### config.mk
export PLATFORM = sky130hd
export DESIGN_NAME = fetch_unit
export DESIGN_NICKNAME = d
export VERILOG_FILES = /design/src/rtl/fetch_pkg.sv /design/src/rtl/fetch_unit.sv
export SDC_FILE = /design/constraint.sdc
export NUM_CORES = 1
export LEC_CHECK = 0
export CAP_MARGIN = 0
export CORE_AREA = 4 4 78 80
export DETAILED_ROUTE_END_ITERATION = 8
export DIE_AREA = 0 0 82 84
export PLACE_DENSITY_LB_ADDON = 0.05
export SLEW_MARGIN = 15
export SYNTH_ARGS = -nofsm -noshare
export SYNTH_HDL_FRONTEND = slang
export SYNTH_SLANG_ARGS = --single-unit
### constraint.sdc
create_clock -name clk -period 2.6 [get_ports clk]
set_clock_uncertainty 0.15 [all_clocks]
set_input_delay 0.78 -clock clk [delete_from_list [all_inputs] [get_ports clk]]
set_output_delay 0.78 -clock clk [all_outputs]
set_load 0.02 [all_outputs]
### src/rtl/fetch_pkg.sv
// Shared definitions for the fetch path: default widths used by the PC,
// the fetch unit and decode, plus the fetch sequencer state encoding.
package fetch_pkg;

  localparam int DEFAULT_ADDR_W  = 16;
  localparam int DEFAULT_INSTR_W = 16;

  typedef enum logic [1:0] {
    IDLE  = 2'd0,
    FETCH = 2'd1,
    HOLD  = 2'd2
  } fetch_state_t;

endpackage

### src/rtl/fetch_unit.sv
// Instruction-fetch sequencer. Reads the PC, issues a memory read at that
// address, latches the returned word into the instruction register and offers
// it to decode over valid/ready. Drives the PC's increment/load controls so the
// PC advances once per completed fetch, or jumps on a redirect.
module fetch_unit
  import fetch_pkg::*;
#(
  parameter int ADDR_W  = DEFAULT_ADDR_W,
  parameter int INSTR_W = DEFAULT_INSTR_W
) (
  input  logic               clk,
  input  logic               reset,
  input  logic               enable,
  input  logic [ADDR_W-1:0]  pc_value,
  output logic               pc_inc,
  output logic               pc_load,
  output logic [ADDR_W-1:0]  pc_next,
  output logic               mem_req,
  output logic [ADDR_W-1:0]  mem_addr,
  input  logic               mem_ready,
  input  logic [INSTR_W-1:0] mem_rdata,
  output logic [INSTR_W-1:0] ir,
  output logic [ADDR_W-1:0]  ir_pc,
  output logic               ir_valid,
  input  logic               ir_ready,
  input  logic               redirect,
  input  logic [ADDR_W-1:0]  redirect_addr
);

  fetch_state_t state;
  fetch_state_t state_next;

  // A fetch completes only when memory answers and no redirect overrides it;
  // a redirect in the same cycle throws the returned word away.
  logic fetch_done;
  assign fetch_done = (state == FETCH) && mem_ready && !redirect;

  // State register.
  always_ff @(posedge clk or posedge reset) begin
    if (reset) begin
      state <= IDLE;
    end else begin
      // NOTE: non-blocking assignment for every clocked register so all state
      // updates see the pre-edge values regardless of block ordering.
      state <= state_next;
    end
  end

  // Next-state logic; a redirect overrides every other transition.
  always_comb begin
    // NOTE: default assignment first so no path leaves state_next unassigned
    // (otherwise a latch is inferred).
    state_next = state;
    if (redirect) begin
      state_next = enable ? FETCH : IDLE;
    end else begin
      unique case (state)
        IDLE:    if (enable)    state_next = FETCH;
        FETCH:   if (mem_ready) state_next = HOLD;
        HOLD:    if (ir_ready)  state_next = enable ? FETCH : IDLE;
        default: state_next = IDLE;
      endcase
    end
  end

  // Output decode; PC strobes and the memory request are forced low in reset.
  always_comb begin
    mem_req  = !reset && (state == FETCH);
    pc_inc   = !reset && fetch_done;
    pc_load  = !reset && redirect;
    ir_valid = (state == HOLD);
  end

  // The fetch address is the live PC; it only moves after pc_inc/pc_load.
  assign mem_addr = pc_value;
  assign pc_next  = redirect_addr;

  // Instruction register: capture the word and its address on a completed fetch.
  always_ff @(posedge clk or posedge reset) begin
    if (reset) begin
      // NOTE: the instruction register is small and observable, so it is
      // reset to zero rather than left undefined like a memory array would be.
      ir    <= '0;
      ir_pc <= '0;
    end else if (fetch_done) begin
      ir    <= mem_rdata;
      ir_pc <= pc_value;
    end
  end

endmodule

==> results of run 1 <==
[cells in the mapped netlist (all sizes together)]
master	count	area share, %
dfrtp	34	54
buf	35	17
mux2	32	23
nor2	3	0.71
nor3	1	0.32
nor3b	2	1.7
nor2b	2	0.79
o21bai	1	0.47
nand2b	1	0.55
and2	1	0.40
a21o	1	0.47
inv	2	0.47
a31oi	1	0.40
[flip-flops by register name, summed over array words and instances (netlist names)]
| signal | flops |
|---|---|
| state | 2 |
| ir_pc | 16 |
| ir | 16 |
[final timing paths]
path                         startpoint           end  depth (start not counted)
setup reg to reg               state[1]     ir_pc[14]                          4
hold reg to reg               ir_pc[11]     ir_pc[11]                          1
hold / removal                ir_pc[11]     ir_pc[11]                          1
min in group asynchronous         reset      ir_pc[4]                          3
setup / recovery           pc_value[15]  mem_addr[15]                          2
max in group asynchronous         reset      state[1]                          3
[cell usage in the layout, fill, tap and decap left out]
master | Yosys | final
nand2b_2 | 1 | 1
mux2_2 | 32 | 32
nor3b_1 | 1 | 1
nor3b_4 | 1 | 1
buf_4 | 32 | 7
clkdlybuf4s50_1 | 0 | 67
clkbuf_8 | 0 | 6
nor2_1 | 3 | 3
dlygate4sd2_1 | 0 | 19
a21o_1 | 1 | 1
clkinvlp_4 | 0 | 1
dfrtp_1 | 34 | 34
inv_1 | 2 | 1
and2_4 | 0 | 1
buf_2 | 0 | 1
nor3_1 | 1 | 1
nor2b_1 | 2 | 2
o21bai_1 | 1 | 1
buf_6 | 3 | 1
a31oi_1 | 1 | 1
[where the power goes]
group	internal [mW]	switching (mW)	leakage [nW]
combinational	0.404	0.329	0.566
clock	0.204	0.169	0.0431
sequential	0.667	0.0664	0.404
total	1.28	0.565	1.01
[logic make-up after synthesis]
kind of cell    after synthesis  share of synthesized area, %
compound gates                3                          1.34
buf+inv                      37                          17.8
flops                        34                          53.7
simple gates                 10                          4.42
mux                          32                          22.7
[stage by stage]
stage               power [mW]  setup TNS (ns)  setup slack (ns)
detailed placement        1.50           -4.56            -0.543
floorplan                 1.15               0            0.0281
global placement          1.49           -4.54            -0.523
CTS                       1.89               0            0.0538
global route              1.95               0            0.0307
finish                    1.84               0            0.0607
[routing by layer]
| layer | track usage (%) | up-vias | routed length (um) | part of all wire (%) |
|---|---|---|---|---|
| met2 | 17.9 | 69 | 1800 | 51 |
| met3 | 5.29 | 10 | 510 | 14 |
| li1 | - | 492 | - | - |
| met4 | 3.63 | 0 | 46 | 1.3 |
| met5 | 0 | - | 0 | 0 |
| met1 | 10.3 | 504 | 1200 | 34 |
[final cells by class]
cell class	count	area [um2]	share of cell area, %
clock buffers	6	82.6	3.45
inverters	2	11.3	0.470
multi-input cells	45	454	19.0
flip-flops and latches	34	851	35.5
well taps	72	90.1	3.76
repair buffers	95	906	37.8
==> results.sh, run 1 <==
export IMPL_outcome="finished clean"
export IMPL_drcViolationCount=0
export IMPL_ant_nets=0
export IMPL_yosys_cell_types_count=15
export IMPL_core_area_um2=5410
export IMPL_finalMaxSlewViolations=0
export IMPL_area_delta_synth_final_pct=51.2
export IMPL_finalCritPeriodShare_pct=97.7
export IMPL_end_kind="output pin"
export IMPL_grt_pass1_wl_um=5440
export IMPL_post_route_min_period_ns=2.54
export IMPL_ctsResizeCount=35
export IMPL_clkSinkCount=34
export IMPL_crit_path_max_fanout=2
export IMPL_first_iter_violations=4
export IMPL_place_congestion=0.657
export IMPL_floorplan_initialDensity_pct=29.3
export IMPL_nets=237
export IMPL_dpl_cell_area_um2=2340
export IMPL_cp_arrival_ns=1.61
export IMPL_whs_ns=0.354
export IMPL_viasPerCell=4.23
export IMPL_path_class="primary input to output pin"
export IMPL_fillers=533
export IMPL_worstPathRequired_ns=1.67
export IMPL_cp_start_kind="primary input"
export IMPL_crit_family="buffers and inverters"
export IMPL_path_cells="clkdlybuf4s50_1, dlygate4sd2_1"
export IMPL_setup_viol=0
export IMPL_power_density_nw_per_um2=769
export IMPL_synth_area_per_cell_um2=13.7
export IMPL_wl_per_cell_um=14.0
export IMPL_hold_class="flop to flop"
export IMPL_clk_insertion_delay_late_ns=0.27
export IMPL_cts_hold_fix_buffers=0
export IMPL_io_buffers=89
export IMPL_tritoncts="done"
export IMPL_max_slew_margin_pct=71.2
export IMPL_grtUsageTotal_pct=10.3
export IMPL_overflow=0
export IMPL_syn_inst=116
export IMPL_antenna_found_initial=0
export IMPL_finalHoldViolCount=0
export IMPL_cts_buffers_inserted=5
export IMPL_yosysWarnings=0
export IMPL_tightest_slew_ns=0.432
export IMPL_hpwlAfterDp_um=2760
export IMPL_cts_buffer_depth=2
export IMPL_cts_setup_buffers=0
export IMPL_rsz0062_at_grt="no"
export IMPL_antenna_cells=0
export IMPL_num_rows=27
export IMPL_final_util_pct=44.3
export IMPL_slowest_stage="clkdlybuf4s50_1"
export IMPL_slowest_delay_ns=0.49
export IMPL_ys_ff_latch=34
export IMPL_grt_pass1_vias=1157
export IMPL_fmax_mhz=394
export IMPL_dieHeight_um=84
export IMPL_die_w_um=82
export IMPL_syn_area_um2=1580
export IMPL_synth_fp_nets=170
export IMPL_wl_um=3560
export IMPL_fin_cells=254
export IMPL_fin_area_um2=2390
export IMPL_path_clk_slew_ns=0.06
export IMPL_dr_pass1_iters=3
export IMPL_power_leakage_nw=1.01
export IMPL_cts_root_buffer="clkbuf_8"
export IMPL_rrSetupSlack_ns=0.68
export IMPL_vias=1075
export IMPL_die_area_um2=6890
export IMPL_max_cap_violations=0
export IMPL_drive_gt1_share_pct=28.0
export IMPL_cp_buffers_inverters=2
export IMPL_grt_max_degree=35
export IMPL_cts_htree_levels=2
export IMPL_dp_cells=248
export IMPL_seq_area_frac_synth_pct=53.7
export IMPL_ioPinCount=122
export IMPL_irDropWorstVdd_mv=0.379
Power figures use the tool's default switching activity.
==> run 2: changes to the inputs <==
--- a/config.mk
+++ b/config.mk
@@ -10,7 +10,6 @@
 export DETAILED_ROUTE_END_ITERATION = 8
 export DIE_AREA = 0 0 82 84
 export PLACE_DENSITY_LB_ADDON = 0.05
-export SLEW_MARGIN = 15
 export SYNTH_ARGS = -nofsm -noshare
 export SYNTH_HDL_FRONTEND = slang
 export SYNTH_SLANG_ARGS = --single-unit
==> results of run 2 <==
Same layout as run 1: the final DEF is identical, and so are final timing and power.
==> run 3: changes to the inputs <==
--- a/config.mk
+++ b/config.mk
@@ -5,10 +5,11 @@
 export SDC_FILE = /design/constraint.sdc
 export NUM_CORES = 1
 export LEC_CHECK = 0
-export CAP_MARGIN = 0
+export CAP_MARGIN = 5
 export CORE_AREA = 4 4 78 80
 export DETAILED_ROUTE_END_ITERATION = 8
 export DIE_AREA = 0 0 82 84
+export MAX_ROUTING_LAYER = met4
 export PLACE_DENSITY_LB_ADDON = 0.05
 export SYNTH_ARGS = -nofsm -noshare
 export SYNTH_HDL_FRONTEND = slang
==> results.sh, run 3 (synthesis gave the netlist of run 1 again) <==
export IMPL_crit_family="buffers and inverters"
export IMPL_slowest_stage="clkdlybuf4s50_1"
export IMPL_layout_commonest_cell="clkdlybuf4s50_1"
export IMPL_critical_path_endpoint="mem_addr[15]"
export IMPL_antenna_cells=0
export IMPL_hpwlAfterDp_um=2760
export IMPL_grtUsageTotal_pct=10.6
export IMPL_worstRegToRegCells=4
export IMPL_num_rows=27
export IMPL_cts_root_buffer="clkbuf_8"
export IMPL_path_class="primary input to output pin"
export IMPL_io_buffers=89
export IMPL_ioPinCount=122
export IMPL_vias=1075
export IMPL_whs_ns=0.354
export IMPL_grt_max_degree=35
export IMPL_grt_pass1_vias=1159
export IMPL_fillers=533
export IMPL_max_cap_violations=0
export IMPL_overflow=0
export IMPL_die_area_um2=6890
export IMPL_reg2reg_to="ir_pc[14]"
export IMPL_setup_viol=0
export IMPL_first_iter_violations=4
export IMPL_irDropWorstVdd_mv=0.379
export IMPL_antenna_found_initial=0
export IMPL_nets=237
export IMPL_outcome="finished clean"
export IMPL_fmax_mhz=394
export IMPL_viasPerCell=4.23
export IMPL_critPathLaunch="pc_value[15]"
export IMPL_drcViolationCount=0
export IMPL_place_congestion=0.663
export IMPL_rr_startpoint="state[1]"
export IMPL_wl_per_cell_um=14.0
export IMPL_multiInputGateArea_um2=454
export IMPL_grt_pass1_wl_um=5440
export IMPL_path_clk_slew_ns=0.06
export IMPL_reg_top3="ir: 16 flops, ir_pc: 16 flops, state: 2 flops"
export IMPL_power_leakage_nw=1.01
export IMPL_rrSetupSlack_ns=0.69
export IMPL_cp_arrival_ns=1.61
export IMPL_cts_buffer_depth=2
export IMPL_drive_gt1_share_pct=28.0
export IMPL_worstPathRequired_ns=1.67
export IMPL_power_density_nw_per_um2=769
export IMPL_fin_tns_setup_ns=0
export IMPL_clk_insertion_delay_late_ns=0.27
export IMPL_cp_start_kind="primary input"
export IMPL_cts_hold_fix_buffers=0
export IMPL_finalHoldViolCount=0
export IMPL_path_depth=2
export IMPL_tightest_slew_ns=0.432
export IMPL_ant_nets=0
export IMPL_post_route_min_period_ns=2.54
export IMPL_die_w_um=82
export IMPL_floorplan_initialDensity_pct=29.3
export IMPL_dieHeight_um=84
export IMPL_rsz0062_at_grt="no"
export IMPL_tritoncts="done"
export IMPL_area_delta_synth_final_pct=51.2
export IMPL_end_kind="output pin"
export IMPL_most_common_layout_cells="clkdlybuf4s50_1, dfrtp_1, mux2_2"
export IMPL_core_area_um2=5410
export IMPL_regArea_um2=851
export IMPL_max_slew_margin_pct=71.2
export IMPL_dr_pass1_iters=3
export IMPL_path_cells="clkdlybuf4s50_1, dlygate4sd2_1"
export IMPL_cts_buffers_inserted=5
export IMPL_cp_buffers_inverters=2
export IMPL_clkSinkCount=34
export IMPL_hold_class="flop to flop"
export IMPL_power_mw=1.84
export IMPL_cts_htree_levels=2
export IMPL_finalCritPeriodShare_pct=97.7
export IMPL_finalMaxSlewViolations=0
export IMPL_wl_um=3560
export IMPL_slowest_delay_ns=0.49
export IMPL_crit_path_max_fanout=2
-- run 3: cell counts in the layout (fill, tap and decap cells not counted) --
No cell type changed its count.
-- run 3: per-layer routing --
layer	GRT usage, %	wire length [um]	up-vias
li1	-	-	492
met5	-	0	-
met2	17.9	1800	69
met3	4.43	452	10
met1	10.8	1260	504
met4	3.63	46	0
-- run 3: timing repair --
action / in CTS / in global routing
buffers inserted: 0 / 0
resized for setup: 35 / 0
setup endpoints to repair: 19 / 0
-- run 3: worst min path at each step --
stage	endpoint	cells past startpoint	slack [ns]	start
after floorplan	state[1]	2	0.43	state[0]
after global placement	ir_pc[3]	1	0.34	ir_pc[3]
after detailed placement	ir[1]	1	0.35	ir[1]
after CTS	ir_pc[0]	1	0.36	ir_pc[0]
after global routing	ir[8]	1	0.38	ir[8]
final	ir_pc[11]	1	0.35	ir_pc[11]
-- run 3: stage by stage --
step	util, %	setup WS, ns	instance area [um2]	cells
after floorplan	-	0.0281	1590	116
final	44.3	0.0607	2390	254
after detailed placement	43.3	-0.543	2340	248
after global placement	43.3	-0.523	2340	248
after CTS	44.3	0.0538	2390	254
after global routing	44.3	0.0307	2390	254
-- run 3: power breakdown --
group,internal [mW],switching (mW),leakage (nW)
clock,0.204,0.169,0.0431
combinational,0.404,0.330,0.566
sequential,0.667,0.0664,0.404
-- run 3: area by class of cell --
class,count,area share [%]
well taps,72,3.76
flip-flops and latches,34,35.5
multi-input cells,45,19.0
clock buffers,6,3.45
inverters,2,0.470
repair buffers,95,37.8
